## src/rtl/dso_pkg.sv

```systemverilog
// Shared definitions for the DSO trigger/capture path.
//   dso_state_t : capture FSM states
//   TRIG_*      : trig_edge encodings
//   MODE_*      : trig_mode encodings
//   DSO_DATA_W  : default ADC sample width
package dso_pkg;

    typedef enum logic [2:0] {
        IDLE,
        PRE_FILL,
        WAIT_TRIG,
        POST_FILL,
        DONE
    } dso_state_t;

    localparam logic TRIG_RISE   = 1'b0;
    localparam logic TRIG_FALL   = 1'b1;
    localparam logic MODE_AUTO   = 1'b0;
    localparam logic MODE_NORMAL = 1'b1;

    localparam int DSO_DATA_W = 8;

endpackage

```

## src/rtl/dso_trig_detect.sv

```systemverilog
// Two-stage sample pipeline and level-crossing compare.
//   ad_clk, sys_rst : clock, async active-high reset
//   ad_data         : raw ADC sample
//   trig_level      : threshold (unsigned)
//   trig_edge       : TRIG_RISE / TRIG_FALL
//   d1              : sample delayed by one cycle (the sample being written)
//   trig_hit        : crossing between d2 and d1 this cycle
import dso_pkg::*;

module dso_trig_detect #(
    parameter int DATA_W = DSO_DATA_W
) (
    input  logic              ad_clk,
    input  logic              sys_rst,
    input  logic [DATA_W-1:0] ad_data,
    input  logic [DATA_W-1:0] trig_level,
    input  logic              trig_edge,
    output logic [DATA_W-1:0] d1,
    output logic              trig_hit
);

    logic [DATA_W-1:0] d2;

    always_ff @(posedge ad_clk or posedge sys_rst) begin
        if (sys_rst) begin
            d1 <= '0;
            d2 <= '0;
        end else begin
            d1 <= ad_data;
            d2 <= d1;
        end
    end

    // Level is compared live, so a new threshold applies on the next compare.
    always_comb begin
        if (trig_edge == TRIG_FALL)
            trig_hit = (d2 > trig_level) && (d1 <= trig_level);
        else
            trig_hit = (d2 < trig_level) && (d1 >= trig_level);
    end

endmodule

```

## src/rtl/dso_trig_capture.sv

```systemverilog
// Circular-buffer capture with level trigger and auto-mode timeout.
//   ad_clk, sys_rst           : clock, async active-high reset
//   ad_data                   : raw ADC sample
//   trig_level/edge/mode      : trigger setup
//   arm                       : start/restart pulse (aborts any frame in flight)
//   wr_en/wr_addr/wr_data     : waveform RAM write port
//   busy                      : PRE_FILL, WAIT_TRIG or POST_FILL
//   capture_done              : frame complete (DONE)
//   start_addr                : oldest sample of the completed frame
//   trig_auto                 : last trigger was forced by timeout
import dso_pkg::*;

module dso_trig_capture #(
    parameter int DATA_W    = DSO_DATA_W,
    parameter int ADDR_W    = 10,
    parameter int PRE_DEPTH = 512,
    parameter int AUTO_TO   = 1000000
) (
    input  logic              ad_clk,
    input  logic              sys_rst,
    input  logic [DATA_W-1:0] ad_data,
    input  logic [DATA_W-1:0] trig_level,
    input  logic              trig_edge,
    input  logic              trig_mode,
    input  logic              arm,
    output logic              wr_en,
    output logic [ADDR_W-1:0] wr_addr,
    output logic [DATA_W-1:0] wr_data,
    output logic              busy,
    output logic              capture_done,
    output logic [ADDR_W-1:0] start_addr,
    output logic              trig_auto
);

    localparam int DEPTH    = 2 ** ADDR_W;
    localparam int POST_LEN = DEPTH - PRE_DEPTH - 1;
    localparam int TW       = (AUTO_TO > 1) ? $clog2(AUTO_TO) : 1;

    localparam logic [ADDR_W-1:0] PRE_LAST  = ADDR_W'(PRE_DEPTH - 1);
    localparam logic [ADDR_W-1:0] POST_LAST = ADDR_W'((POST_LEN > 0) ? POST_LEN - 1 : 0);
    localparam logic [ADDR_W-1:0] PRE_OFF   = ADDR_W'(PRE_DEPTH);
    localparam logic [TW-1:0]     TO_LAST   = TW'(AUTO_TO - 1);

    dso_state_t        state, state_nxt;
    logic [ADDR_W-1:0] addr_nxt, cnt, cnt_nxt, trig_addr, trig_addr_nxt, start_nxt;
    logic [TW-1:0]     tcnt, tcnt_nxt;
    logic              auto_nxt, trig_hit, timeout;

    dso_trig_detect #(.DATA_W(DATA_W)) u_det (
        .ad_clk     (ad_clk),
        .sys_rst    (sys_rst),
        .ad_data    (ad_data),
        .trig_level (trig_level),
        .trig_edge  (trig_edge),
        .d1         (wr_data),
        .trig_hit   (trig_hit)
    );

    assign busy         = (state == PRE_FILL) || (state == WAIT_TRIG) || (state == POST_FILL);
    assign wr_en        = busy;
    assign capture_done = (state == DONE);
    assign timeout      = (trig_mode == MODE_AUTO) && (tcnt == TO_LAST);

    always_comb begin
        state_nxt     = state;
        addr_nxt      = wr_en ? wr_addr + 1'b1 : wr_addr;
        cnt_nxt       = cnt;
        tcnt_nxt      = tcnt;
        trig_addr_nxt = trig_addr;
        start_nxt     = start_addr;
        auto_nxt      = trig_auto;

        if (arm) begin
            // Same entry from any state; an in-flight frame is simply dropped.
            state_nxt = PRE_FILL;
            addr_nxt  = '0;
            cnt_nxt   = '0;
            auto_nxt  = 1'b0;
        end else begin
            case (state)
                PRE_FILL: begin
                    cnt_nxt = cnt + 1'b1;
                    if (cnt == PRE_LAST) begin
                        state_nxt = WAIT_TRIG;
                        tcnt_nxt  = '0;
                    end
                end
                WAIT_TRIG: begin
                    // Saturate so a late switch to auto mode fires at once
                    // instead of after a counter wrap.
                    if (tcnt != TO_LAST)
                        tcnt_nxt = tcnt + 1'b1;
                    if (trig_hit || timeout) begin
                        trig_addr_nxt = wr_addr;
                        auto_nxt      = !trig_hit;
                        cnt_nxt       = '0;
                        if (POST_LEN == 0) begin
                            state_nxt = DONE;
                            start_nxt = wr_addr - PRE_OFF;
                        end else begin
                            state_nxt = POST_FILL;
                        end
                    end
                end
                POST_FILL: begin
                    cnt_nxt = cnt + 1'b1;
                    if (cnt == POST_LAST) begin
                        state_nxt = DONE;
                        start_nxt = trig_addr - PRE_OFF;
                    end
                end
                default: ;
            endcase
        end
    end

    always_ff @(posedge ad_clk or posedge sys_rst) begin
        if (sys_rst) begin
            state      <= IDLE;
            wr_addr    <= '0;
            cnt        <= '0;
            tcnt       <= '0;
            trig_addr  <= '0;
            start_addr <= '0;
            trig_auto  <= 1'b0;
        end else begin
            state      <= state_nxt;
            wr_addr    <= addr_nxt;
            cnt        <= cnt_nxt;
            tcnt       <= tcnt_nxt;
            trig_addr  <= trig_addr_nxt;
            start_addr <= start_nxt;
            trig_auto  <= auto_nxt;
        end
    end

endmodule

```

## config.mk

```make
export PLATFORM = sky130hd
export DESIGN_NAME = dso_trig_capture
export DESIGN_NICKNAME = d
export VERILOG_FILES = /design/src/rtl/dso_pkg.sv /design/src/rtl/dso_trig_detect.sv /design/src/rtl/dso_trig_capture.sv
export SDC_FILE = /design/constraint.sdc
export NUM_CORES = 1
export LEC_CHECK = 0
export CORE_ASPECT_RATIO = 1.2
export CORE_UTILIZATION = 50
export CTS_CLUSTER_SIZE = 28
export DETAILED_ROUTE_END_ITERATION = 6
export PLACE_DENSITY = 0.81
export SLEW_MARGIN = 10
export SYNTH_ARGS = -nofsm -noshare
export SYNTH_HDL_FRONTEND = slang
export SYNTH_SLANG_ARGS = --single-unit
```

## constraint.sdc

```tcl
create_clock -name ad_clk -period 6.4 [get_ports ad_clk]
set_clock_uncertainty 0.2 [all_clocks]
set_input_delay 1.28 -clock ad_clk [delete_from_list [all_inputs] [get_ports ad_clk]]
set_output_delay 1.28 -clock ad_clk [all_outputs]
set_load 0.02 [all_outputs]
```

==> reports/results.ini <==
[die]
core_um2=7750
ios=53
die_y_um=100
fp.dieW_um=84.0
die_area_um2=8440
rows=35
start_util_pct=52.1

[global_routing]
grt_usage_pct=21.3
antenna_found_initial=0
grt_max_degree=81
grt-ovfl-total=0
grt_pass1_vias=3018
grt_pass1_wl_um=14300

[sta]
setup_viol=0
final.setup.tns_ns=0
min_period_ns=4.02
hold_viol_final=0
slew_headroom_pct=34.3
grt_setup_unrepaired=false
worst_pin_slew_ns=0.985
fin_crit_sh_pct=62.7
fmax_mhz=249
slew_viol_final=0

[cts]
hold_buffers=0
clkLatencyLatePin_ns=0.35
cts.clk_slew.worst_paths_ns=0.09
cts-root-buf=clkbuf_8
htree_levels=3
cts_tree=done
clockBufferDepth=2
numCtsBuffers=9
cts_setup_buffers=0
cts_sinks=80
post_cts_resized=0

[synthesis]
syn_area_um2=4040
synthTopCellsByArea=dfrtp_1 (50%), mux2_2 (6.7%), ha_1 (6.2%)
synth.most_common_cell=dfrtp_1
synth-seq-cells=80
synth_edf_count=0
yosys-top-cells-count=dfrtp_1 (80), nor2_1 (45), mux2_2 (24)
synth_top_flop_cell=dfrtp_1
yosysTopAreaCell=dfrtp_1
synth_nets=419
synth_top_cell_area_share_pct=49.6
ys_seq_area_share_pct=49.6
async_flop_share_pct=100
avgSynthCellArea_um2=10.7
synthesis.yosys.warnings=0
synth.distinct_cells=56
netlist_instances=378

[power]
fin_total_pwr_mw=1.16
vdd_drop_max_mv=0.150
p_per_area_nw_per_um2=241
power.leakage_nw=2.13

[layout]
antenna_cells=0
utilization_pct=62.4
drive_gt1_share_pct=13.6
finalNetCount=470
syn2layout_area_growth_pct=19.7
instances_no_fill=526

[setup_path]
r2r_start=u_det.d1[7]
crit_path_start=trig_level[3]
r2r_cells=7
r2r_end=trig_addr[2]
startpoint_type=input pin
worstPathArrival_ns=4.06
crit_required_ns=6.44
path_class=in2reg
endpoint=trig_addr[2]
end_kind=flop
ff2ff_setup_slack_ns=3.42
crit_fanout=10

[outcome]
outcome=complete, but fails checks
violations=DRC

[place]
dp_cells=510
place_congestion=0.872
place_hpwl_um=5680
io_buffers=52

[drt]
via_per_inst=5.73
drtIter0Drc=247
drc=2
wl_per_cell_um=15.6
first_pass_iters=6
antenna_left=0
wirelength_um=8230
via_count=3016

[run]
drv_cap=0

[worst_hold_path]
hold_path_class=reg2reg

-- metrics by stage --
stage / cell area, um^2 / hold WS (ns) / setup WS [ns]
finish: 4830 / 0.211 / 2.38
global route: 4830 / 0.226 / 2.22
CTS: 4830 / 0.215 / 2.39
detailed placement: 4630 / 0.195 / 2.02
global placement: 4630 / 0.197 / 2.07
floorplan: 4040 / 0.236 / 2.80
-- area by class of cell --
cell class,count,area (um^2)
inverters,20,76.3
flip-flops and latches,80,2000
multi-input cells,264,1900
fillers,647,2920
repair buffers,54,536
clock inverters,7,78.8
clock buffers,9,124
well taps,92,115
-- cell usage in the layout (no fill, tap or decap), drive strengths merged, types with 9 or more instances in the layout --
cell / instances
inv: 21
ha: 20
a211oi: 14
clkbuf: 9
nand4: 16
mux2: 24
nor2: 45
clkdlybuf4s50: 52
dfrtp: 80
xnor2: 13
a21oi: 21
nand2: 14
o21ai: 12
nand3: 12
-- routing by layer --
| layer | routed length (um) | global-route usage [%] |
|---|---|---|
| met1 | 3600 | 27.1 |
| met2 | 4170 | 36.8 |
| met3 | 336 | 3.87 |
| met4 | 123 | 7.69 |
| met5 | 0 | 0 |
-- critical path, cell delays in order --
cell and delay (ns):
clkdlybuf4s50_1 0.47, inv_1 0.06, ha_1 0.31, o21ai_0 0.10, a21oi_1 0.18, o21ai_0 0.12
a2111o_1 0.46, a311oi_4 0.67, mux2_2 0.41
-- logic make-up after synthesis --
kind of cell	count (synthesis)	synth area share (%)
flip-flops	80	49.6
AO/OA/AOI/OAI	70	12.6
buffers and inverters	34	3.28
AND/OR/NAND/NOR	128	16.9
XOR/XNOR	20	4.34
multiplexers	26	7.19
adder cells (fa/ha/maj)	20	6.20
-- registers in the layout, summed over array words and instances, names as in the netlist --
name        cells
trig_auto       1
state           3
start_addr     10
cnt            10
u_det.d1        8
tcnt           20
trig_addr      10
wr_addr        10
u_det.d2        8
-- power breakdown --
| part | total, mW | internal [mW] | switching (mW) |
|---|---|---|---|
| Sequential | 0.576 | 0.536 | 0.0400 |
| Combinational | 0.209 | 0.0906 | 0.119 |
| Clock | 0.379 | 0.183 | 0.196 |
| Total | 1.16 | 0.810 | 0.354 |
-- worst min-delay path by stage --
stage          depth (start not counted)  slack, ns          from            end
2_1_floorplan                          1       0.24  trig_addr[9]  start_addr[9]
3_3_place_gp                           0       0.20   u_det.d1[0]    u_det.d2[0]
3_5_place_dp                           0       0.19   u_det.d1[0]    u_det.d2[0]
4_1_cts                                0       0.21   u_det.d1[0]    u_det.d2[0]
5_1_grt                                0       0.23   u_det.d1[2]    u_det.d2[2]
6_report                               0       0.21   u_det.d1[0]    u_det.d2[0]
(Power assumes the default switching activity.)
